[config.mk]
export PLATFORM = sky130hd
export DESIGN_NAME = ldr_adc_reader_flat
export DESIGN_NICKNAME = d
export VERILOG_FILES = /design/src/rtl/ldr_adc_reader_if.sv /design/src/rtl/ldr_adc_reader.sv /design/src/flat_wrapper.sv
export SDC_FILE = /design/constraint.sdc
export NUM_CORES = 1
export LEC_CHECK = 0
export CAP_MARGIN = 20
export CORE_MARGIN = 4
export CORE_UTILIZATION = 50
export CTS_CLUSTER_SIZE = 40
export DETAILED_ROUTE_END_ITERATION = 8
export GPL_TIMING_DRIVEN = 1
export PLACE_DENSITY_LB_ADDON = 0.3
export SKIP_CTS_REPAIR_TIMING = 1
export SKIP_LAST_GASP = 1
export SLEW_MARGIN = 10
export SYNTH_ARGS = -nofsm -noshare
export SYNTH_HDL_FRONTEND = slang
export SYNTH_SLANG_ARGS = --single-unit
[constraint.sdc]
create_clock -name clk -period 2.7 [get_ports clk]
set_input_delay 0.54 -clock clk [delete_from_list [all_inputs] [get_ports clk]]
set_output_delay 0.54 -clock clk [all_outputs]
set_load 0.03 [all_outputs]
[src/rtl/ldr_adc_reader_if.sv]
// SPI pins between the light-sensor reader (master) and an MCP3008-style ADC (slave).
interface ldr_adc_reader_if;
    logic adc_cs_n;
    logic adc_sclk;
    logic adc_mosi;
    logic adc_miso;

    modport master (output adc_cs_n, output adc_sclk, output adc_mosi, input adc_miso);
    modport slave  (input adc_cs_n, input adc_sclk, input adc_mosi, output adc_miso);
endinterface

[src/rtl/ldr_adc_reader.sv]
// Periodic single-ended read of a 10-bit light sensor over SPI mode 0, with a
// one-cycle sample strobe and a hysteresis-controlled "dark" LED.
module ldr_adc_reader #(
    parameter int unsigned CLK_DIV       = 25,
    parameter int unsigned SAMPLE_PERIOD = 100000,
    parameter logic [2:0]  CHANNEL       = 3'd0,
    parameter logic [9:0]  LED_ON_BELOW  = 10'd250,
    parameter logic [9:0]  LED_OFF_ABOVE = 10'd300
) (
    input  logic                    clk,
    input  logic                    reset,
    input  logic                    enable,
    ldr_adc_reader_if.master        spi,
    output logic [9:0]              sample_value,
    output logic                    sample_valid,
    output logic                    frame_err,
    output logic                    busy,
    output logic                    led
);

    localparam int              TW         = $clog2(SAMPLE_PERIOD + 1);
    localparam int              DW         = $clog2(CLK_DIV + 1);
    localparam logic [TW-1:0]   TIMER_LAST = TW'(SAMPLE_PERIOD - 1);
    localparam logic [DW-1:0]   DIV_LAST   = DW'(CLK_DIV - 1);
    localparam logic [4:0]      NULL_IDX   = 5'd6;
    localparam logic [4:0]      LAST_IDX   = 5'd16;

    typedef enum logic [2:0] {IDLE, CS_SETUP, SCLK_HIGH, SCLK_LOW, CS_HOLD} state_t;

    state_t          state_q, state_d;
    logic [TW-1:0]   timer_q;
    logic [DW-1:0]   div_q, div_d;
    logic [4:0]      idx_q, idx_d;
    logic [9:0]      shift_q, shift_d;
    logic            null_q, null_d;
    logic            cs_n_q, cs_n_d;
    logic            sclk_q, sclk_d;
    logic            mosi_q, mosi_d;
    logic            busy_d;
    logic [9:0]      value_d;
    logic            valid_d, err_d, led_d;
    logic            tick;
    logic            div_last;

    // Command word: start, single-ended, channel D2..D0, then zeros.
    function automatic logic cmd_bit(input logic [4:0] idx);
        case (idx)
            5'd0, 5'd1: cmd_bit = 1'b1;
            5'd2:       cmd_bit = CHANNEL[2];
            5'd3:       cmd_bit = CHANNEL[1];
            5'd4:       cmd_bit = CHANNEL[0];
            default:    cmd_bit = 1'b0;
        endcase
    endfunction

    // NOTE: sequential state is only ever updated with non-blocking assignments.
    always_ff @(posedge clk or posedge reset) begin
        if (reset) begin
            timer_q <= '0;
        end else if (!enable) begin
            timer_q <= '0;
        end else if (timer_q == TIMER_LAST) begin
            timer_q <= '0;
        end else begin
            timer_q <= timer_q + TW'(1);
        end
    end

    assign tick     = enable && (timer_q == TIMER_LAST);
    assign div_last = (div_q == DIV_LAST);

    always_comb begin
        // NOTE: every next value defaults to its held value first, so no path infers a latch.
        state_d = state_q;
        div_d   = div_q;
        idx_d   = idx_q;
        shift_d = shift_q;
        null_d  = null_q;
        cs_n_d  = cs_n_q;
        sclk_d  = sclk_q;
        mosi_d  = mosi_q;
        busy_d  = busy;
        value_d = sample_value;
        valid_d = 1'b0;
        err_d   = 1'b0;
        led_d   = led;

        unique case (state_q)
            IDLE: begin
                if (tick) begin
                    state_d = CS_SETUP;
                    div_d   = '0;
                    idx_d   = '0;
                    cs_n_d  = 1'b0;
                    busy_d  = 1'b1;
                    mosi_d  = cmd_bit(5'd0);
                end
            end
            CS_SETUP: begin
                if (div_last) begin
                    state_d = SCLK_HIGH;
                    div_d   = '0;
                    sclk_d  = 1'b1;
                end else begin
                    div_d = div_q + DW'(1);
                end
            end
            SCLK_HIGH: begin
                // The ADC's bit is taken in the first cycle after the rising edge.
                if (div_q == '0) begin
                    if (idx_q == NULL_IDX) begin
                        null_d = spi.adc_miso;
                    end else if (idx_q > NULL_IDX) begin
                        shift_d = {shift_q[8:0], spi.adc_miso};
                    end
                end
                if (div_last) begin
                    state_d = SCLK_LOW;
                    div_d   = '0;
                    sclk_d  = 1'b0;
                    mosi_d  = cmd_bit(idx_q + 5'd1);
                end else begin
                    div_d = div_q + DW'(1);
                end
            end
            SCLK_LOW: begin
                if (div_last) begin
                    div_d = '0;
                    if (idx_q == LAST_IDX) begin
                        state_d = CS_HOLD;
                        cs_n_d  = 1'b1;
                        if (null_q) begin
                            err_d = 1'b1;
                        end else begin
                            value_d = shift_q;
                            valid_d = 1'b1;
                            if (shift_q < LED_ON_BELOW) begin
                                led_d = 1'b1;
                            end else if (shift_q > LED_OFF_ABOVE) begin
                                led_d = 1'b0;
                            end
                        end
                    end else begin
                        state_d = SCLK_HIGH;
                        idx_d   = idx_q + 5'd1;
                        sclk_d  = 1'b1;
                    end
                end else begin
                    div_d = div_q + DW'(1);
                end
            end
            CS_HOLD: begin
                if (div_last) begin
                    state_d = IDLE;
                    div_d   = '0;
                    busy_d  = 1'b0;
                end else begin
                    div_d = div_q + DW'(1);
                end
            end
            default: state_d = IDLE;
        endcase
    end

    always_ff @(posedge clk or posedge reset) begin
        if (reset) begin
            state_q      <= IDLE;
            div_q        <= '0;
            idx_q        <= '0;
            shift_q      <= '0;
            null_q       <= 1'b0;
            cs_n_q       <= 1'b1;
            sclk_q       <= 1'b0;
            mosi_q       <= 1'b0;
            busy         <= 1'b0;
            sample_value <= '0;
            sample_valid <= 1'b0;
            frame_err    <= 1'b0;
            led          <= 1'b0;
        end else begin
            state_q      <= state_d;
            div_q        <= div_d;
            idx_q        <= idx_d;
            shift_q      <= shift_d;
            null_q       <= null_d;
            cs_n_q       <= cs_n_d;
            sclk_q       <= sclk_d;
            mosi_q       <= mosi_d;
            busy         <= busy_d;
            sample_value <= value_d;
            sample_valid <= valid_d;
            frame_err    <= err_d;
            led          <= led_d;
        end
    end

    assign spi.adc_cs_n = cs_n_q;
    assign spi.adc_sclk = sclk_q;
    assign spi.adc_mosi = mosi_q;

endmodule

[src/flat_wrapper.sv]
// flat-port wrapper written by rule: the top's interface ports become plain ports
module ldr_adc_reader_flat 
#(
    parameter int unsigned CLK_DIV       = 25,
    parameter int unsigned SAMPLE_PERIOD = 100000,
    parameter logic [2:0]  CHANNEL       = 3'd0,
    parameter logic [9:0]  LED_ON_BELOW  = 10'd250,
    parameter logic [9:0]  LED_OFF_ABOVE = 10'd300
)
  (clk, reset, enable, sample_value, sample_valid, frame_err, busy, led, spi_adc_cs_n, spi_adc_sclk, spi_adc_mosi, spi_adc_miso);
  ldr_adc_reader_if spi_i ();
  input  logic clk;
  input  logic reset;
  input  logic enable;
  output logic [9:0] sample_value;
  output logic sample_valid;
  output logic frame_err;
  output logic busy;
  output logic led;
  output wire logic [$bits(spi_i.adc_cs_n)-1:0] spi_adc_cs_n;
  output wire logic [$bits(spi_i.adc_sclk)-1:0] spi_adc_sclk;
  output wire logic [$bits(spi_i.adc_mosi)-1:0] spi_adc_mosi;
  input wire logic [$bits(spi_i.adc_miso)-1:0] spi_adc_miso;
  assign spi_adc_cs_n = spi_i.adc_cs_n;
  assign spi_adc_sclk = spi_i.adc_sclk;
  assign spi_adc_mosi = spi_i.adc_mosi;
  assign spi_i.adc_miso = spi_adc_miso;
  ldr_adc_reader #(.CLK_DIV(CLK_DIV), .SAMPLE_PERIOD(SAMPLE_PERIOD), .CHANNEL(CHANNEL), .LED_ON_BELOW(LED_ON_BELOW), .LED_OFF_ABOVE(LED_OFF_ABOVE)) u_core (.clk(clk), .reset(reset), .enable(enable), .spi(spi_i), .sample_value(sample_value), .sample_valid(sample_valid), .frame_err(frame_err), .busy(busy), .led(led));
endmodule
==> flow_summary_export.csv <==
group,metric,value,unit
run_status,status,"complete, no violations",
worst_setup_path,critPathSlowestCell,"clkdlybuf4s50_1",
cts,cts.clk_slew.worst_paths,0.07,ns
worst_setup_path,path_buf_inv,1,
sta,rsz0062_at_grt,"false",
global_routing,grt_first_pass_wirelength,9340,µm
logic_synthesis,synth.top_cell.area_share,0.494,
cts,cts_tree,"built",
logic_synthesis,avgSynthCellArea,10.9,µm²
final_layout,area_delta_synth_final,14.5,%
drt,routedWlPerCell,14.6,µm
logic_synthesis,yosysSeqAreaShare,0.503,
logic_synthesis,synth_compound_area_frac,0.0671,
pwr,leakage,1.40,nW
worst_setup_path,r2r_cells,6,
global_routing,antenna_found_initial,0,
drt,first_iter_violations,121,
final_layout,drive_gt1_frac,0.171,
worst_setup_path,cp.arrival,1.53,ns
cts,htree_levels,3,
cts,cts_sinks,58,
floorplanning,die_x,84.0,µm
sta,fmax,484,MHz
sta,worst_pin_slew,0.512,ns
logic_synthesis,synth_area,2890,µm²
logic_synthesis,synth_top_cell_by_area,"dfrtp_1",
logic_synthesis,synth-simple-area-share,0.216,
logic_synthesis,synth_cell_types,48,
placement,dp_slack,0.576,ns
cts,clockBufferDepth,2,
final_layout,final_area,3310,µm²
placement,placed_area,3130,µm²
floorplanning,fp.dieH,84.0,µm
floorplanning,num_rows,27,
worst_setup_path,crit_chain,"clkdlybuf4s50_1",
logic_synthesis,synth-xor-area-share,0.0545,
cts,clk_latency,0.34,ns
sta,tns,0,ns
run,max_cap_violations,0,
worst_setup_path,r2r_start,"u_core.idx_q[0]$_DFFE_PP0P_",
logic_synthesis,ys_seq_elements,58,
logic_synthesis,yosysMostFrequentCell,"dfrtp_1",
drt,drtPass1Iterations,4,
final_layout,n_fill_cell,474,
sta,finalCriticalPeriod,2.07,ns
logic_synthesis,synthAdderAreaFrac,0.0260,
worst_setup_path,max_stage_delay,0.66,ns
sta,fin_ws,0.633,ns
worst_setup_path,crit_path_max_fanout,2,
global_routing,overflow,0,
cts,cts_buffers,9,
pwr,power_density,493,nW/µm²
placement,gp_congestion,0.829,
drt,drc,0,
worst_setup_path,cp-startpoint,"u_core.spi.adc_cs_n$_DFFE_PP1P_",
logic_synthesis,muxShareOfSynthArea,0.0948,
sta,worst_hold_slack,0.486,ns
worst_setup_path,critPathKind,"flip-flop to primary output",
logic_synthesis,synth_edf_count,0,
worst_setup_path,crit_family,"buffers and inverters",
floorplanning,dieArea,7060,µm²
logic_synthesis,synth_nets,274,
logic_synthesis,synth_area_leaders,"dfrtp_1, mux2_2, xnor2_1",
worst_setup_path,cp_num_cells,1,
sta,final-setup-viol-count,0,
floorplanning,coreArea,5540,µm²
final_layout,nNetsFinal,297,
final_layout,diodes,0,
worst_setup_path,crit_required,2.16,ns
placement,io_buffer_count,20,
logic_synthesis,ys.flop_type,"dfrtp_1",
global_routing,grt_pass1_vias,1995,
global_routing,grt.total_usage,0.164,
sta,fin_skew,0.00962,ns
worst_setup_path,crit_path_end,"spi_adc_cs_n",
pwr,vdd_drop_max,0.307,mV
sta,finalHoldViolCount,0,
sta,finalMaxSlewViolations,0,
global_routing,grt_max_degree,36,
worst_setup_path,r2r-end,"u_core.sample_value[9]$_DFFE_PP0P_",
drt,vias,2044,
drt,finalWirelength,5330,µm
sta,timing.final.crit_share,0.766,
cts,root_buffer,"clkbuf_8",
drt,viasPerCell,5.62,
worst_setup_path,r2r_slack,0.79,ns
logic_synthesis,synth_top_family_by_area,"simple AND/OR/NAND/NOR gates",
floorplanning,io_pins,21,
placement,place_hpwl,3530,µm
worst_setup_path,startpoint_type,"flip-flop",
logic_synthesis,synthArstFlopShare,1.00,
logic_synthesis,ys_warn_count,0,
worst_setup_path,end_kind,"primary output",
worst_hold_path,hold_class,"flip-flop to flip-flop",
sta,slew_headroom,0.658,
worst_hold_path,whs_path_depth,1,
logic_synthesis,syn_inst,264,
logic_synthesis,synth_common_cells,"dfrtp_1, nor2_1, nand2_1",
drt,drtAntennaViolNets,0,
floorplanning,start_util,0.522,
[how the worst min path moves through the flow]
stage | start | end | slack [ns]
finish | u_core.timer_q[0]$_DFF_PP0_ | u_core.timer_q[0]$_DFF_PP0_ | 0.49
global route | u_core.sample_value[8]$_DFFE_PP0P_ | u_core.sample_value[8]$_DFFE_PP0P_ | 0.53
CTS | u_core.timer_q[0]$_DFF_PP0_ | u_core.timer_q[0]$_DFF_PP0_ | 0.49
detailed placement | u_core.timer_q[0]$_DFF_PP0_ | u_core.timer_q[0]$_DFF_PP0_ | 0.48
global placement | u_core.timer_q[0]$_DFF_PP0_ | u_core.timer_q[0]$_DFF_PP0_ | 0.48
floorplan | u_core.timer_q[0]$_DFF_PP0_ | u_core.timer_q[0]$_DFF_PP0_ | 0.46
[area by class of cell]
class                           count  area, µm²  area share
Multi-Input combinational cell    188       1330       0.401
Clock buffer                       10        138      0.0416
Clock inverter                      6       42.5      0.0128
Tap cell                           72       90.1      0.0272
Timing Repair Buffer               23        235      0.0711
Sequential cell                    58       1450       0.439
Inverter                            7       26.3     0.00794
[state kept, by name, indices dropped and copies added, names as in the netlist, 3 cells and up]
register,count
u_core.timer_q,17
u_core.shift_q,10
u_core.sample_value,10
u_core.state_q,3
u_core.div_q,5
u_core.idx_q,5
[cell families after synthesis]
kind of cell,count (synthesis)
AND/OR/NAND/NOR,114
XOR/XNOR,18
buffers and inverters,18
multiplexers,22
flip-flops,58
adder cells (fa/ha/maj),6
AO/OA/AOI/OAI,28
[routing by layer]
metal	GRT usage	wire, µm	vias up
li1	-	-	1001
met2	0.245	2480	32
met1	0.215	2600	1005
met5	0	0	-
met3	0.0671	209	6
met4	0.0585	44	0
[through the flow]
| stage | instances | util | power, mW |
|---|---|---|---|
| 2_1_floorplan | 264 | - | 0.917 |
| 3_3_place_gp | 348 | 0.565 | 0.933 |
| 3_5_place_dp | 348 | 0.565 | 0.933 |
| 4_1_cts | 364 | 0.598 | 1.66 |
| 5_1_grt | 364 | 0.598 | 1.70 |
| 6_report | 364 | 0.598 | 1.63 |
[power by group]
group | internal, mW | total, mW | switching, mW
clock network | 0.357 | 0.717 | 0.360
logic | 0.0114 | 0.0354 | 0.0240
registers | 0.874 | 0.880 | 0.00596
[layout by cell type (no fill, tap or decap), types with 7 or more instances in the layout]
| master | Yosys | layout |
|---|---|---|
| dfrtp_1 | 57 | 57 |
| nor2_1 | 29 | 29 |
| nand2_1 | 22 | 22 |
| clkdlybuf4s50_1 | 0 | 20 |
| mux2_2 | 15 | 15 |
| xnor2_1 | 13 | 13 |
| nand3_1 | 11 | 11 |
| nor4_1 | 10 | 10 |
| clkbuf_8 | 0 | 10 |
| nor3_1 | 7 | 7 |
| o21ai_0 | 7 | 7 |
| mux2_4 | 7 | 7 |
No activity file was read; power rests on OpenSTA's default activity.
